--- config.mk ---
export PLATFORM = sky130hd
export DESIGN_NAME = tx_tmds_encoder
export DESIGN_NICKNAME = d
export VERILOG_FILES = /design/src/rtl/tmds_pkg.sv /design/src/rtl/tx_tmds_channel.sv /design/src/rtl/tx_tmds_encoder.sv
export SDC_FILE = /design/constraint.sdc
export NUM_CORES = 1
export LEC_CHECK = 0
export ABC_AREA = 1
export CORE_MARGIN = 3
export CORE_UTILIZATION = 45
export CTS_CLUSTER_SIZE = 25
export DETAILED_ROUTE_END_ITERATION = 7
export GPL_TIMING_DRIVEN = 0
export SYNTH_ARGS = -nofsm -noshare
export SYNTH_HDL_FRONTEND = slang
export SYNTH_SLANG_ARGS = --single-unit
--- constraint.sdc ---
create_clock -name clk -period 7.8 [get_ports clk]
set_clock_uncertainty 0.05 [all_clocks]
set_input_delay 1.56 -clock clk [delete_from_list [all_inputs] [get_ports clk]]
set_output_delay 1.56 -clock clk [all_outputs]
set_load 0.1 [all_outputs]
--- src/rtl/tmds_pkg.sv ---
// rtl/tmds_pkg.sv - shared TMDS constants and helpers
package tmds_pkg;

    localparam int CNT_W = 6;

    localparam logic [9:0] TOKEN_00  = 10'b1101010100;
    localparam logic [9:0] TOKEN_01  = 10'b0010101011;
    localparam logic [9:0] TOKEN_10  = 10'b0101010100;
    localparam logic [9:0] TOKEN_11  = 10'b1010101011;
    localparam logic [9:0] TOKEN_RST = TOKEN_00;

    function automatic logic [9:0] ctrl_token(input logic c1, input logic c0);
        logic [9:0] tok;
        case ({c1, c0})
            2'b00:   tok = TOKEN_00;
            2'b01:   tok = TOKEN_01;
            2'b10:   tok = TOKEN_10;
            default: tok = TOKEN_11;
        endcase
        return tok;
    endfunction

    function automatic logic [3:0] ones8(input logic [7:0] v);
        logic [3:0] n;
        n = '0;
        for (int i = 0; i < 8; i++) begin
            n = n + {3'b000, v[i]};
        end
        return n;
    endfunction

endpackage

--- src/rtl/tx_tmds_channel.sv ---
// rtl/tx_tmds_channel.sv - one TMDS 8b/10b channel: transition minimisation, DC balance, control tokens
module tx_tmds_channel
    import tmds_pkg::*;
(
    input  logic       clk,
    input  logic       rst,
    input  logic [7:0] data_i,
    input  logic       vde_i,
    input  logic       c1_i,
    input  logic       c0_i,
    output logic [9:0] sym_o
);

    logic [7:0] din;
    logic [3:0] n1_in;
    logic       use_xnor;
    logic       acc;
    logic [8:0] qm_d;
    logic [8:0] qm_q;
    logic       vde_q;
    logic       c1_q;
    logic       c0_q;

    // Blanking data is forced to zero so undefined pixels never reach q_m.
    always_comb begin
        din      = vde_i ? data_i : 8'h00;
        n1_in    = ones8(din);
        use_xnor = (n1_in > 4'd4) || ((n1_in == 4'd4) && !din[0]);
        acc      = din[0];
        qm_d     = '0;
        qm_d[0]  = acc;
        for (int i = 1; i < 8; i++) begin
            acc     = use_xnor ? ~(acc ^ din[i]) : (acc ^ din[i]);
            qm_d[i] = acc;
        end
        qm_d[8] = ~use_xnor;
    end

    logic signed [CNT_W-1:0] cnt_q;
    logic signed [CNT_W-1:0] cnt_d;
    logic signed [CNT_W-1:0] n1_qm;
    logic signed [CNT_W-1:0] n0_qm;
    logic signed [CNT_W-1:0] diff;
    logic [9:0]              sym_q;
    logic [9:0]              sym_d;

    always_comb begin
        n1_qm = $signed({2'b00, ones8(qm_q[7:0])});
        n0_qm = 6'sd8 - n1_qm;
        diff  = n1_qm - n0_qm;
        sym_d = sym_q;
        cnt_d = cnt_q;
        if (!vde_q) begin
            sym_d = ctrl_token(c1_q, c0_q);
            cnt_d = '0;
        end else if ((cnt_q == '0) || (n1_qm == n0_qm)) begin
            sym_d = {~qm_q[8], qm_q[8], qm_q[8] ? qm_q[7:0] : ~qm_q[7:0]};
            cnt_d = qm_q[8] ? (cnt_q + diff) : (cnt_q - diff);
        end else if ((!cnt_q[CNT_W-1] && (n1_qm > n0_qm)) ||
                     ( cnt_q[CNT_W-1] && (n0_qm > n1_qm))) begin
            sym_d = {1'b1, qm_q[8], ~qm_q[7:0]};
            cnt_d = cnt_q + (qm_q[8] ? 6'sd2 : 6'sd0) - diff;
        end else begin
            sym_d = {1'b0, qm_q[8], qm_q[7:0]};
            cnt_d = cnt_q + diff - (qm_q[8] ? 6'sd0 : 6'sd2);
        end
    end

    always_ff @(posedge clk) begin
        if (rst) begin
            qm_q  <= '0;
            vde_q <= 1'b0;
            c1_q  <= 1'b0;
            c0_q  <= 1'b0;
            sym_q <= TOKEN_RST;
            cnt_q <= '0;
        end else begin
            qm_q  <= qm_d;
            vde_q <= vde_i;
            c1_q  <= c1_i;
            c0_q  <= c0_i;
            sym_q <= sym_d;
            cnt_q <= cnt_d;
        end
    end

    assign sym_o = sym_q;

endmodule

--- src/rtl/tx_tmds_encoder.sv ---
// rtl/tx_tmds_encoder.sv - three-channel TMDS encoder: byte mapping and control routing
module tx_tmds_encoder
    import tmds_pkg::*;
#(
    parameter int unsigned PIX_ORDER = 0
) (
    input  logic        clk,
    input  logic        rst,
    input  logic [23:0] In_pData,
    input  logic        In_pVSync,
    input  logic        In_pHSync,
    input  logic        In_pVDE,
    output logic [9:0]  Tmds_Ch0,
    output logic [9:0]  Tmds_Ch1,
    output logic [9:0]  Tmds_Ch2
);

    logic [7:0] red;
    logic [7:0] grn;
    logic [7:0] blu;

    assign red = In_pData[23:16];
    assign grn = (PIX_ORDER == 0) ? In_pData[7:0]  : In_pData[15:8];
    assign blu = (PIX_ORDER == 0) ? In_pData[15:8] : In_pData[7:0];

    // Only the blue channel carries sync; the others always send the 00 token.
    tx_tmds_channel u_ch0 (
        .clk    (clk),
        .rst    (rst),
        .data_i (blu),
        .vde_i  (In_pVDE),
        .c1_i   (In_pVSync),
        .c0_i   (In_pHSync),
        .sym_o  (Tmds_Ch0)
    );

    tx_tmds_channel u_ch1 (
        .clk    (clk),
        .rst    (rst),
        .data_i (grn),
        .vde_i  (In_pVDE),
        .c1_i   (1'b0),
        .c0_i   (1'b0),
        .sym_o  (Tmds_Ch1)
    );

    tx_tmds_channel u_ch2 (
        .clk    (clk),
        .rst    (rst),
        .data_i (red),
        .vde_i  (In_pVDE),
        .c1_i   (1'b0),
        .c0_i   (1'b0),
        .sym_o  (Tmds_Ch2)
    );

endmodule

==> results of run 1 <==
## power by group
part           switching, mW  total, mW  internal (mW)
clock network          0.173      0.424          0.250
logic                   1.19       1.86          0.671
registers             0.0452      0.502          0.456
total                   1.40       2.78           1.38
## cell type report
| class | count | area (µm²) |
|---|---|---|
| repair buffers | 58 | 581 |
| plain buffers | 16 | 75.1 |
| clock buffers | 10 | 229 |
| multi-input cells | 610 | 4260 |
| fillers | 1374 | 6410 |
| well taps | 180 | 225 |
| clock inverters | 6 | 71.3 |
| inverters | 167 | 627 |
| flip-flops and latches | 78 | 1560 |
## flip-flops by register name (all words and copies together) (netlist names)
| register | count |
|---|---|
| u_ch0.c1_q | 1 |
| u_ch0.qm_q | 9 |
| u_ch2.sym_o | 10 |
| u_ch0.sym_o | 10 |
| u_ch1.sym_o | 10 |
| u_ch0.cnt_q | 6 |
| u_ch1.cnt_q | 6 |
| u_ch1.qm_q | 9 |
| u_ch2.cnt_q | 6 |
| u_ch0.c0_q | 1 |
| u_ch2.vde_q | 1 |
| u_ch2.qm_q | 9 |
## synth_stat cells (2+ instances only)
library cell	n
sky130_fd_sc_hd__buf_2	3
sky130_fd_sc_hd__nand3_1	71
sky130_fd_sc_hd__fa_1	42
sky130_fd_sc_hd__inv_2	9
sky130_fd_sc_hd__xnor2_2	2
sky130_fd_sc_hd__nand3b_1	5
sky130_fd_sc_hd__nand2_1	150
sky130_fd_sc_hd__dfxtp_1	78
sky130_fd_sc_hd__clkbuf_1	10
sky130_fd_sc_hd__nand2_2	7
sky130_fd_sc_hd__o21ai_0	41
sky130_fd_sc_hd__a21oi_2	2
sky130_fd_sc_hd__or2_2	4
sky130_fd_sc_hd__inv_1	157
sky130_fd_sc_hd__nand2_4	2
sky130_fd_sc_hd__nand4_1	3
sky130_fd_sc_hd__nor3_1	2
sky130_fd_sc_hd__xor2_1	27
sky130_fd_sc_hd__o21ai_2	2
sky130_fd_sc_hd__o21ai_1	12
sky130_fd_sc_hd__xnor2_1	14
sky130_fd_sc_hd__ha_1	73
sky130_fd_sc_hd__a21oi_1	56
sky130_fd_sc_hd__nor2_1	76
sky130_fd_sc_hd__o211ai_1	5
## path summary, 6_finish.rpt
kind                                       end           start  cells past startpoint
worst max-delay path             u_ch1.qm_q[7]         In_pVDE                     24
worst min register to register  u_ch2.cnt_q[0]  u_ch2.cnt_q[0]                      2
worst min-delay path            u_ch2.cnt_q[0]  u_ch2.cnt_q[0]                      2
worst max register to register  u_ch1.cnt_q[5]   u_ch1.qm_q[0]                     18
## routing by layer
metal	vias to the layer above	routed length, µm	track usage [%]
li1	2852	-	-
met1	2429	7050	26.5
met2	92	6570	30.6
met3	10	422	2.15
met4	0	130	4.35
met5	-	0	0
## worst min-delay path, stage by stage, from the launching register on
cell and delay, ps:
sky130_fd_sc_hd__dfxtp_1 310, sky130_fd_sc_hd__inv_1 50, sky130_fd_sc_hd__nor2_1 40
## per-stage QoR
stage               total power, mW  area [µm²]  utilization (%)  std cells  hold WS (ps)
floorplan                      1.95        6530                -        871           359
global placement               2.34        7330             52.2       1109           369
detailed placement             2.35        7330             52.2       1109           371
CTS                            2.79        7630             54.3       1125           380
global route                   3.09        7630             54.3       1125           415
finish                         2.78        7630             54.3       1125           381
## cell families after synthesis
logic type	synth area share, %
AO/OA/AOI/OAI	10.4
XOR/XNOR	6.25
adder cells (fa/ha/maj)	26.9
buffers and inverters	10.8
AND/OR/NAND/NOR	21.8
flip-flops	23.9
==> results by stage, run 1 <==
Worst setup path:
- The cell type of the slowest stage on the worst timing path is sky130_fd_sc_hd__clkdlybuf4s50_1.
- The critical path start-end classification is in2reg.
- In this design, the stage delay of the slowest critical-path cell is approximately 560 ps.
- STA classifies the critical path startpoint as an input port.
- Along the worst path, the maximum fanout reaches 10.
- Traced cell by cell, the critical path runs through clkdlybuf4s50_1, buf_4, buf_2, buf_2, nand2_1, inv_1, ha_1, inv_1, fa_1, inv_1, fa_1, inv_1, fa_1, inv_1, fa_1, nand3b_1, nand2_1, nand3_1, inv_1, nand3_1, nand3_1, nand3_1, nand2_1, nor2_1.
- The nature of the critical path endpoint is a flop.
- The cell occurring most often along the worst timing path is sky130_fd_sc_hd__inv_1.
- The required time of the critical path is 7970 ps.
- The cell family contributing the most delay on the critical path is adder cells.
- Data on the critical path arrives at its endpoint at roughly 6200 ps.
- Counting both buffers and inverters, the worst setup path holds a total of 10.
- The register-to-register path setup slack is 2790 ps.

Clock network:
- The number of clock buffers inserted by TritonCTS is 9.
- The number of buffers between clock root and the deepest sink is 2.
- The CTS tree is done.
- The tree is rooted in a sky130_fd_sc_hd__clkbuf_16.
- After clock tree synthesis, the flow added hold-fix buffers numbering 0.
- Once the clock tree was built, the resizer swapped 0 gates to a different size.
- The clock net in this run drives a total of 78 sinks.
- The H-tree was split into 3 levels.
- The insertion delay to the later sink of the worst-skew pair is ~340 ps.
- Clock-pin slew was measured on the worst setup and hold paths at 60 ps.
- The count of buffers added by post-CTS timing repair for setup is 0.

Finish:
- The fraction of final layout cells with drive strength greater than 1 is 5.71%.
- At the end of the flow, the number of nets in the layout was approximately 1,100.
- 0 antenna diodes ended up in the layout.
- The top cell types in the final layout, fill and taps aside, are 157 x sky130_fd_sc_hd__inv_1, 150 x sky130_fd_sc_hd__nand2_1, 78 x sky130_fd_sc_hd__dfxtp_1.
- The library cell used most frequently in the layout, excluding fill and tap cells, is sky130_fd_sc_hd__inv_1.
- The relative area change from synthesis to final layout is 17.0%.

Synth:
- The number of storage elements in the synthesis netlist is 78.
- A synthesized cell averages 7.49 µm².
- In this run, synthesis inferred 0 flip-flops with an integrated enable.
- Summed over its instances, the top area cell type makes up 23.9% of the synthesized netlist area.
- The sequential-to-total area share from yosys stat is a little under a quarter.
- The number of distinct library cell variants in the gate-level netlist after synthesis is 43.
- The proportion of register bits with asynchronous set or reset after synthesis is 0%.
- For this run, the number of Yosys warnings is 0.
- Sorting the synthesized cells by area gives the leading types as sky130_fd_sc_hd__dfxtp_1 24%, sky130_fd_sc_hd__ha_1 14%, sky130_fd_sc_hd__fa_1 13%, sky130_fd_sc_hd__inv_1 9.0%, sky130_fd_sc_hd__nand2_1 8.6%.
- Synthesis produced a netlist with a net count of 1,015.
- Of all cell types, the one taking the most synthesized area is sky130_fd_sc_hd__dfxtp_1.
- The primary flip-flop cell chosen by synthesis mapping is sky130_fd_sc_hd__dfxtp_1.
- The synthesized instance count is 871.
- The mapped cell area is 6530 µm².

Placement:
- The wire-length estimate of the detail-placed layout is ~12,000 µm.
- The global placer's final weighted congestion is 0.829.
- The worst slack after detailed placement is about 1400 ps.
- Input and output buffers added on the ports amount to 58.

Route:
- The total routed wirelength is 14,200 µm.
- Dividing the detail-routed wire length by the instance count gives 12.6 µm.
- The number of DRC violations after detailed routing is 0.
- The mean number of vias per cell is 4.78.
- The count of routing violations after the opening detailed-route iteration is 320.
- The first-pass iteration count of the detailed router is 6.
- The total via count in the routed design is roughly 5,400.
- The detail route stage leaves a number of antenna-violating nets equal to 0.

STA:
- Setup total negative slack on the finished layout was measured at 0 ps.
- The post-route minimum period is 6050 ps.
- Derived from the worst setup path, the maximum achievable clock frequency is approximately 170 MHz.
- The setup violation total in the final timing report is 0.
- Setup repair after global routing left no endpoint under its margin.
- The number of slew-limit violations in the final report is 0.
- The minimum setup slack in the final design is ~1700 ps.
- In the finished design, the share of the clock period the worst path needs comes to ~78%.
- At the pin with the least slew margin, the transition time is 986 ps.
- The hold violation total from the final report is 0.
- The worst pin sits at a relative slew slack of 34.0%.

Die:
- Once the floorplan was initialized, standard cells occupied 46.5% of the core.
- Measured along the x axis, the die boundary spans 126 µm.
- The overall die area is between 15,000 and 20,000 µm².
- The standard-cell row count is 43.
- The die is 126 µm tall.
- The standard cell core area is 14,000 µm².
- The top-level port count is between 50 and 60.

Global route:
- The total global routing overflow is 0.
- The global-route wire length before repair is roughly 25,000 µm.
- The overall track demand over capacity in global routing is 18.7%.
- The maximum number of pins on one net before global-route repair is 15.
- The number of antenna violations at the first check in global routing came to 0.
- The number of global-route vias before repair was approximately 5,000.

Status:
- The run finished with clean final reports.

Power:
- For this design the static power due to leakage is 3.85 nW.
- IR analysis of the VDD net gives a maximum drop of 0.000175 V.
- For this design the ratio of total power to cell area is between 300 and 400 nW/µm².

Min path:
- The path class of the tightest hold or removal check is reg2reg.

Run:
- The max-capacitance violation count is 0.
No activity file was read; power rests on OpenSTA's default activity.
==> inputs of run 2 (changes only) <==
PLACE_DENSITY = 0.67   (was not set)
clock period = 5.5 ns   (was 7.8 ns; I/O delays follow)
==> run 2 against run 1 <==
Against the previous run:
- sequential share of layout area about the same
- utilization up 0.071 points
- via count increased by 0.30%
- final area is 0.13% higher
- global-route usage fell by 0.46 points
- critical path type is now reg2reg
- largest cell class unchanged
- largest power group unchanged
==> results by stage, run 2 (synthesized netlist as in run 1, its figures left out) <==
Worst setup path:
- The required time of the critical path is roughly 5700 ps.
- The number of cells on the worst reg-to-reg path is 18.
- The worst register-to-register path ends at u_ch1.cnt_q[5].
- The cell occurring most often along the worst timing path is sky130_fd_sc_hd__fa_1.
- STA classifies the critical path startpoint as a flop.
- The worst-path maximum fanout is 5.
- The largest individual stage delay along the critical path comes from the cell sky130_fd_sc_hd__fa_1.
- For this run, the slowest stage of the critical path takes 590 ps.
- The first element of the critical path is u_ch1.qm_q[0].
- The register-to-register path setup slack is 440 ps.
- The critical path crosses 18 cells after its start point.
- The critical path in this run is classified as reg2reg.
- STA classifies the critical path endpoint as a flop.
- The startpoint identified for the worst register-to-register timing path is u_ch1.qm_q[0].
- In this run the worst setup path terminates at u_ch1.cnt_q[5].
- The cell family contributing the most delay on the critical path is adder cells.
- For the worst setup path, the data arrival time is 5280 ps.
- The critical path contains buffers and inverters numbering 3 combined.
- Traced cell by cell, the critical path runs through ha_1, inv_1, fa_1, fa_1, fa_1, fa_1, xnor2_2, inv_1, ha_1, inv_1, fa_1, nand2_1, o21ai_0, xor2_1, or2_0, nand2_1, nand2_1, a21oi_1.

Die:
- The overall die area is between 15,000 and 20,000 µm².
- The initialized floorplan defines 43 standard-cell rows.
- The horizontal extent of the die is 126 µm.
- The standard cell core area is 14,000 µm².
- The top-level port count is 59.
- The starting density of the core is 46.5%.
- The chip height is 126 µm.

Finish:
- In the final design database the tool counted 1,083 nets.
- Cells with a size suffix above 1 make up between 5 and 6% of the layout.
- The repair_antennas step left the layout with diodes totalling 0.
- The most common cell after layout, fill and taps aside is sky130_fd_sc_hd__inv_1.
- The core occupancy in the finished layout is between 50% and 60%.
- Leaving out fill and tap cells, the most frequent cells in the layout are 157 x sky130_fd_sc_hd__inv_1, 150 x sky130_fd_sc_hd__nand2_1, 78 x sky130_fd_sc_hd__dfxtp_1.
- The relative area change from synthesis to final layout is 17.1%.
- The number of inserted filler cells in the final layout is approximately 1,300.
- Summing all flip-flop and latch instances after layout gives about 1600 µm².
- The multi-input combinational cells in the finished layout cover a total of roughly 4300 µm².

STA:
- For the final routed database, the setup TNS stands at 0 ps.
- The peak clock frequency supported by timing is 198 MHz.
- The worst slew margin relative to its limit is 34.9%.
- The minimum setup slack in the final design is 443 ps.
- For the pin with the worst max-slew slack, the measured transition is 973 ps.
- The number of slew-limit violations in the final report is 0.
- The hold violation total from the final report is 0.
- Counting I/O delays and the setup requirement, the final critical path takes 5060 ps.
- Setup repair after global routing left no endpoint under its margin.
- The setup violation total in the final timing report is 0.
- The worst path uses 91.9% of the clock period.

Placement:
- The congestion estimate from routability-driven global placement came to ~0.9.
- The half-perimeter wire length after placement is 11,300 µm.
- Before CTS, the worst setup slack after placement is -459 ps.
- The port buffer count is 58.

Route:
- The wire length the detailed router placed on met1 is roughly 6700 µm.
- Once detail routing completed, the nets flagged for antenna violations numbered 0.
- Before antenna repair, the detailed router went through 5 iterations.
- The total routed wirelength is ~14,000 µm.
- In the final routed layout, each cell accounts on average for roughly 12 µm.
- The first routing iteration left about 360 violations.
- The length of routed met3 wiring is 626 µm.
- The number of DRC violations after detailed routing is 0.
- The total via count in the routed design is 5,399.
- The mean number of vias per cell is slightly below 5.
- Detailed routing placed a total of 6100 µm of wire on met2.
- In this run the top signal layer used is met4.

Power:
- The static leakage power is 3.87 nW.
- Power spread over the standard cell area amounts to 514 nW/µm².
- The worst-case IR drop observed on VDD is 0.000170 V.
- The design draws between 3 and 4 mW.

Global route:
- The total global routing overflow is 0.
- The global-route wire length before repair is 24,100 µm.
- The number of global-route vias before repair is 5,145.
- The number of antenna violations at the first check in global routing is 0.
- The maximum number of pins on one net before global-route repair is 20.
- Global routing used 18.2% of the available tracks across all layers.

Clock network:
- The count of buffers added by post-CTS timing repair for setup is 0.
- The number of clock buffers inserted by TritonCTS is 9.
- The H-tree depth is 3.
- Buffers inserted to repair hold after CTS numbered 0.
- After clock tree synthesis, the clock-pin slew on the worst setup and hold paths is 60 ps.
- TritonCTS built the clock tree.
- The clock passes through at most 2 buffers.
- The cell at the root of the clock tree is sky130_fd_sc_hd__clkbuf_16.
- The count of clock tree sinks is 78.
- The insertion delay to the later sink of the worst-skew pair is 350 ps.

Run:
- The tool flagged a number of max-cap violations equal to 0.

Status:
- The flow ran to the end, and the final reports show no timing, DRC or antenna violations.

Min path:
- The type of the tightest min-delay check is reg2reg.
[run 2: worst min-delay path by stage]
stage / startpoint / cells past startpoint / slack, ps / endpoint
floorplan: u_ch1.cnt_q[0] / 2 / 360 / u_ch1.cnt_q[0]
global placement: u_ch1.cnt_q[0] / 2 / 370 / u_ch1.cnt_q[0]
detailed placement: u_ch1.cnt_q[0] / 2 / 370 / u_ch1.cnt_q[0]
CTS: u_ch1.cnt_q[0] / 2 / 380 / u_ch1.cnt_q[0]
global route: u_ch2.cnt_q[0] / 2 / 400 / u_ch2.cnt_q[0]
finish: u_ch1.cnt_q[0] / 2 / 380 / u_ch1.cnt_q[0]
[run 2: area by class of cell]
type / count / area share [%]
Clock buffer: 10 / 3.00
Buffer: 15 / 0.950
Clock inverter: 6 / 0.933
Sequential cell: 78 / 20.4
Multi-Input combinational cell: 610 / 55.9
Tap cell: 180 / 2.95
Inverter: 167 / 8.20
Timing Repair Buffer: 58 / 7.63
[run 2: stage by stage]
step	cells	cell area (µm²)	hold WS (ps)
after floorplan	871	6530	359
after global placement	1109	7330	367
after detailed placement	1109	7330	374
after CTS	1124	7630	384
after global routing	1124	7640	402
final	1124	7640	384
[run 2: worst register-to-register path: stages, from the launching register on]
cell and delay, ps:
sky130_fd_sc_hd__dfxtp_1 320, sky130_fd_sc_hd__ha_1 270, sky130_fd_sc_hd__inv_1 50, sky130_fd_sc_hd__fa_1 500
sky130_fd_sc_hd__fa_1 520, sky130_fd_sc_hd__fa_1 470, sky130_fd_sc_hd__fa_1 420, sky130_fd_sc_hd__xnor2_2 370
sky130_fd_sc_hd__inv_1 120, sky130_fd_sc_hd__ha_1 360, sky130_fd_sc_hd__inv_1 90, sky130_fd_sc_hd__fa_1 590
sky130_fd_sc_hd__nand2_1 70, sky130_fd_sc_hd__o21ai_0 200, sky130_fd_sc_hd__xor2_1 90, sky130_fd_sc_hd__or2_0 240
sky130_fd_sc_hd__nand2_1 70, sky130_fd_sc_hd__nand2_1 50, sky130_fd_sc_hd__a21oi_1 130
[run 2: what timing repair did]
item,4_1_cts,5_1_grt
hold endpoints to repair,0,0
setup endpoints to repair,2,12
resized for setup,1,3
[run 2: metal layers]
layer	vias up	global-route usage, %
li1	2842	-
met1	2424	25.6
met2	110	28.1
met3	23	3.66
met4	0	6.12
met5	-	0
[run 2: report_power, final]
group,internal [mW],total (mW),switching (mW)
Combinational,0.950,2.62,1.67
Clock,0.354,0.598,0.244
Sequential,0.647,0.710,0.0622
Total,1.95,3.93,1.97
